### src/rtl/cu_sequencer.sv
// cu_sequencer: step-counter control, opcode fetch, HALT and interrupt-dispatch sequencing
module cu_sequencer #(
  parameter int IRQ_STEPS = 5,
  parameter int MAX_STEP  = 31
) (
  input  logic       i_Clk,
  input  logic       i_nRst,
  input  logic [4:0] i_Step,
  input  logic [7:0] i_Opcode,
  input  logic       i_BusReady,
  input  logic       i_InstrDone,
  input  logic       i_Halt,
  input  logic       i_IrqPending,
  input  logic       i_IME,
  output logic       o_StepEnable,
  output logic       o_StepReset,
  output logic       o_FetchReq,
  output logic [7:0] o_IR,
  output logic       o_CBPrefix,
  output logic [1:0] o_State,
  output logic       o_IrqAck,
  output logic       o_Fault
);
  typedef enum logic [1:0] {S_FETCH = 2'd0, S_EXEC = 2'd1, S_HALT = 2'd2, S_IRQ = 2'd3} state_t;

  localparam logic [4:0] L_MAX_STEP = 5'(MAX_STEP);
  localparam logic [4:0] L_IRQ_LAST = 5'(IRQ_STEPS - 1);

  state_t     r_state;
  state_t     w_next;
  logic [7:0] r_ir;
  logic       r_cb;
  logic       r_fault;
  logic       r_ack;
  logic       w_ir_load;
  logic       w_cb_set;
  logic       w_cb_clr;
  logic       w_fault_set;
  logic       w_ack;
  logic       w_fin;
  logic       w_hang;
  logic       w_irq_last;

  assign w_fin      = (r_state == S_EXEC) && i_BusReady && i_InstrDone;
  assign w_hang     = (r_state == S_EXEC) && i_BusReady && !i_InstrDone && (i_Step == L_MAX_STEP);
  assign w_irq_last = (r_state == S_IRQ) && i_BusReady && (i_Step == L_IRQ_LAST);

  // Next-state and counter-control decode; a wait state holds both counter and state
  always_comb begin
    w_next       = r_state;
    o_StepEnable = 1'b0;
    o_StepReset  = 1'b0;
    o_FetchReq   = 1'b0;
    w_ir_load    = 1'b0;
    w_cb_set     = 1'b0;
    w_cb_clr     = 1'b0;
    w_fault_set  = 1'b0;
    w_ack        = 1'b0;
    case (r_state)
      S_FETCH: begin
        o_FetchReq   = 1'b1;
        o_StepEnable = 1'b1;
        o_StepReset  = 1'b1;
        if (i_BusReady) begin
          w_ir_load = 1'b1;
          if (i_Opcode == 8'hCB && !r_cb) w_cb_set = 1'b1;
          else w_next = S_EXEC;
        end
      end
      S_EXEC: begin
        o_StepEnable = i_BusReady;
        if (w_fin) begin
          o_StepReset = 1'b1;
          w_cb_clr    = 1'b1;
          w_next      = i_Halt ? S_HALT : (i_IrqPending && i_IME) ? S_IRQ : S_FETCH;
        end else if (w_hang) begin
          o_StepReset = 1'b1;
          w_cb_clr    = 1'b1;
          w_fault_set = 1'b1;
          w_next      = S_FETCH;
        end
      end
      S_HALT: begin
        o_StepEnable = 1'b1;
        o_StepReset  = 1'b1;
        if (i_IrqPending) w_next = i_IME ? S_IRQ : S_FETCH;
      end
      default: begin
        o_StepEnable = i_BusReady;
        if (w_irq_last) begin
          o_StepReset = 1'b1;
          w_ack       = 1'b1;
          w_next      = S_FETCH;
        end
      end
    endcase
  end

  // State, instruction register, CB page flag, sticky fault and registered ack pulse
  always_ff @(posedge i_Clk or negedge i_nRst) begin
    if (!i_nRst) begin
      r_state <= S_FETCH;
      r_ir    <= 8'h00;
      r_cb    <= 1'b0;
      r_fault <= 1'b0;
      r_ack   <= 1'b0;
    end else begin
      r_state <= w_next;
      r_ack   <= w_ack;
      if (w_ir_load) r_ir <= i_Opcode;
      if (w_cb_set) r_cb <= 1'b1;
      else if (w_cb_clr) r_cb <= 1'b0;
      if (w_fault_set) r_fault <= 1'b1;
    end
  end

  assign o_IR       = r_ir;
  assign o_CBPrefix = r_cb;
  assign o_State    = r_state;
  assign o_IrqAck   = r_ack;
  assign o_Fault    = r_fault;
endmodule

### config.mk
export PLATFORM = sky130hd
export DESIGN_NAME = cu_sequencer
export DESIGN_NICKNAME = d
export VERILOG_FILES = /design/src/rtl/cu_sequencer.sv
export SDC_FILE = /design/constraint.sdc
export NUM_CORES = 1
export LEC_CHECK = 0
export BUFFER_PORTS_ARGS = -buffer_cell sky130_fd_sc_hd__buf_4
export CAP_MARGIN = 20
export CORE_UTILIZATION = 40
export DETAILED_ROUTE_END_ITERATION = 8
export PLACE_DENSITY = 0.81
export SLEW_MARGIN = 10
export SYNTH_ARGS = -nofsm -noshare
export SYNTH_HDL_FRONTEND = slang
export SYNTH_SLANG_ARGS = --single-unit
### constraint.sdc
create_clock -name i_Clk -period 1.57 [get_ports i_Clk]
set_clock_uncertainty 0.15 [all_clocks]
set_input_delay 0.157 -clock i_Clk [delete_from_list [all_inputs] [get_ports i_Clk]]
set_output_delay 0.157 -clock i_Clk [all_outputs]
set_load 0.1 [all_outputs]
; After elaboration in Yosys (flattened, before gate mapping)
; Index checks and enable logic that the tools add are counted.
[totals]
ff_bits = 13
mem_bits_ro = 0
memories = 0
output_inout_bits = 16
latch_bits = 0
elab_cells = 58
ram_bits = 0
inputBits = 20
[classes]
n_div = 0
mul = 0
bitwise = 0
n_eq_ne = 10
n_reduce_logical = 16
magnitude_cmp = 0
n_mux = 27
shift = 0
add_sub_neg = 0
[ops]
columns = op, count
row1 = 2-bit 2-to-1 mux, 9
row2 = 1-bit 2-to-1 mux, 16
row3 = "8-bit equality test, second input constant", 1
row4 = 1-bit logical AND, 8
row5 = "2-bit inequality test, second input constant", 3
row6 = 2-bit case mux with 3 select lines, 1
row7 = "5-bit by 3-bit equality test with 1-bit output, second input constant", 1
row8 = "5-bit equality test, second input constant", 1
row9 = 5-bit AND reduction, 1
row10 = "2-bit equality test, second input constant", 2
row11 = 4-bit nonzero test, 1
row12 = "3-bit inequality test, second input constant", 1
row13 = 3-bit OR reduction, 1
row14 = "2-bit by 1-bit equality test with 1-bit output, second input constant", 1
row15 = 1-bit zero test, 2
row16 = 2-bit zero test, 1
row17 = 1-bit case mux with 2 select lines, 1
row18 = 2-bit nonzero test, 1
row19 = 2-bit OR reduction, 1

; Logic depth before layout (Yosys ltp)
[depth]
word_depth = 9
mapped_depth = 5
mapped_depth_nobuf = 4

; Worst setup path after synthesis
; OpenSTA, ideal clock, no wires.
[synth_timing]
kind = register -> register
startpoint = register r_state[0], in the netlist o_State[0]
endpoint = register r_ir[0], in the netlist o_IR[0]
n_path_buf = 1
arrival_time_ns = 2.959
synth_period_minus_slack_ns = 3.234
required_ns = 1.295
path_stages_with_launch = 5
slack_ns = -1.664
setup_ns = 0.125
path_cell_list = dfrtp_1 > nor2_1 > and2_1 > buf_6 > mux2_2
[synth_via]
elab_chain_len = 2
[synth_lines]
columns = item, line
row1 = from (decl), 29  ; state_t r_state;
row2 = from (signal assigned), 108  ; r_state <= w_next;
row3 = 2-bit zero test, 59  ; case (r_state)
row4 = 1-bit 2-to-1 mux, 59
row5 = to (signal assigned), 110  ; if (w_ir_load) r_ir <= i_Opcode;
row6 = to (decl), 31  ; logic [7:0] r_ir;
; Every way passes these cells.
; A chain may end at the register's enable or synchronous reset.

; Worst setup path in the final report
[layout_timing]
startpoint = register r_state[1], in the netlist o_State[1]
endpoint = output port o_StepReset
[layout_via]
elab_chain_len = 7
elab_cells_between_ends = 15
classes_between = eq/ne: 3 / mux: 4 / reduce/logical: 8
[layout_lines]
columns = item, line
row1 = 2-bit by 1-bit equality test with 1-bit output, "44, 45, 59"
row2 = 1-bit logical AND, "44, 45"
row3 = 1-bit logical AND (2 in a row), 45  ; assign w_hang = (r_state == S_EXEC) && i_BusReady && !i_InstrDone && (i_Step == L_MAX_STEP);
row4 = 1-bit 2-to-1 mux, 76  ; end else if (w_hang) begin
row5 = 1-bit 2-to-1 mux, 72  ; if (w_fin) begin
row6 = 1-bit case mux with 2 select lines (*), 59
row7 = to (decl), 16  ; output logic o_StepReset,
; Every way passes the cells marked *; elsewhere a longest branch is shown, timed or not.

==> impl_metrics.ini <==
[drt]
routed_wl_um = 1950
drc = 0
ant_nets = 0
drt_pass1_iterations = 4
vias = 680
wire_per_inst_um = 15.7
viasPerCell = 5.48
drt_iter0_markers = 10

[floorplan]
pin_count = 36
die_h_um = 41.5
die_x_um = 41.5
core.rowCount = 13
dieArea_mm2 = 0.00173
coreArea_mm2 = 0.00138
initial_core_util_pct = 45.2

[yosys]
synth.top_cell.area_share_pct = 52.0
yosys-top-cells-count = dfrtp_1, mux2_2, nand2_1
ys_types = 24
async_flop_share_pct = 100
syn_inst = 54
synth-seq-cells = 13
synth.yosys.warnings = 0
synth_edf_count = 0
synth_ff_type = dfrtp_1
syn-mean-instance-area_um2 = 11.6
syn_nets = 74
synth_area_leader_cell = dfrtp_1
synthMostInstantiatedCell = dfrtp_1
syn_area_um2 = 626
ys_seq_area_share_pct = 52.0
synthTopCellsByArea = dfrtp_1, mux2_2, nand4_1, nand4b_1, a21oi_1

[layout]
fin_util_pct = 84.2
finalNetCount = 130
insertedDiodeCount = 0
area_delta_synth_final_pct = 86.0
drive_above_1_share_pct = 59.6

[grt]
grt_max_degree = 14
grt_usage_pct = 23.0
antenna_found_initial = 0
grt_overflow = 0
grt_pass1_wl_um = 3090
grt_pass1_vias = 706

[clock_network]
cts.sinks = 13
cts-buffers-inserted = 3
cts.htree.levels = 1
clk_latency_ps = 270
cts_tree = done
root_buffer = clkbuf_4
clockBufferDepth = 2
clkSlewWorstSetupHoldPaths_ps = 90

[timing]
drv_slew = 0
slew_headroom_pct = 77.5
rsz0062_at_grt = true
period_share_pct = 123
tightest_slew_ps = 336
setup_slack_ps = -367
setup-violations-final = 7
fin_crit_ps = 1940
fmax_ghz = 0.516
hold_viol_final = 0

[worst_setup_path]
worstSetupStartpointType = register
path_class = reg2out
cp.arrival_ps = 1630
crit_required_ps = 1260
crit_path_end_kind = primary output
cp_max_fo = 2

[hold_path]
hold_class = in2reg

[run]
drv_cap = 0

[run_status]
violations = negative setup slack
status = complete, but fails checks

[placed_design]
portBuffers = 35
hpwlAfterDp_um = 1270
place_congestion = 0.845
## flip-flops by register name, summed over array words and instances (netlist names)
| name | flops |
|---|---|
| o_IR | 8 |
| o_State | 2 |
| o_CBPrefix | 1 |
| o_Fault | 1 |
| o_IrqAck | 1 |
## final timing paths
check                                 start           to  slack [ps]  cells past startpoint
max in group asynchronous            i_nRst   o_State[1]         970                      2
worst min register to register      o_Fault      o_Fault         340                      1
worst min-delay path            i_InstrDone   o_CBPrefix          30                      3
worst max register to register   o_State[1]      o_IR[0]         -50                      4
min in group asynchronous            i_nRst   o_State[0]         120                      2
worst max-delay path             o_State[1]  o_StepReset        -370                      3
## metrics by stage
| step | hold WS, ps | setup slack, ps | setup TNS, ps | instances | area [um^2] |
|---|---|---|---|---|---|
| floorplan | -289 | -807 | -6340 | 54 | 669 |
| global placement | -144 | -106 | -106 | 108 | 973 |
| detailed placement | -140 | -117 | -161 | 108 | 973 |
| CTS | 22.0 | -354 | -354 | 122 | 1110 |
| global route | 27.3 | -398 | -828 | 124 | 1160 |
| finish | 25.2 | -367 | -566 | 124 | 1160 |
## cell usage in the layout, fill, tap and decap left out, types with 3 or more instances in the layout
master,count
a21oi_1,3
buf_4,39
clkbuf_4,3
dfrtp_1,11
dlygate4sd3_1,9
mux2_4,7
nand2_1,4
nand4_1,3
## cell type report
cell class | instances | area [um^2]
Multi-Input combinational cell | 38 | 345
Sequential cell | 13 | 333
Timing Repair Buffer | 51 | 429
Tap cell | 15 | 18.8
Fill cell | 78 | 219
Clock buffer | 4 | 26.3
Inverter | 3 | 11.3
## metal layers
| layer | vias up | track usage (%) | share of wire, % |
|---|---|---|---|
| li1 | 312 | - | - |
| met1 | 334 | 29.3 | 41 |
| met2 | 30 | 39.4 | 53 |
| met3 | 4 | 1.74 | 4.3 |
| met4 | 0 | 10.3 | 1.3 |
| met5 | - | 0 | 0 |
## logic make-up (layout without fill, tap and decap cells)
| group | after synthesis | in the layout | share of synthesized area [%] |
|---|---|---|---|
| and+or+nand+nor | 20 | 21 | 20.8 |
| DFF | 13 | 13 | 52.0 |
| AOI/OAI and AO/OA | 9 | 9 | 9.20 |
| muxes | 8 | 8 | 14.4 |
| buffers and inverters | 4 | 58 | 3.60 |
## timing repair
action	4_1_cts	5_1_grt
hold buffers	9	0
pin swaps	4	4
hold endpoints to repair	21	0
resized for setup	4	8
setup buffers	0	2
setup endpoints to repair	7	10
gates cloned	1	0
## worst max-delay path: stages (launching register included)
cell and delay, ps:
dfrtp_4 480, or4_4 510, nand4_1 150, buf_8 220
Power is left out: the tool's default activity adds up to more than one toggle a clock period on the data nets, which glitch-free logic cannot reach.
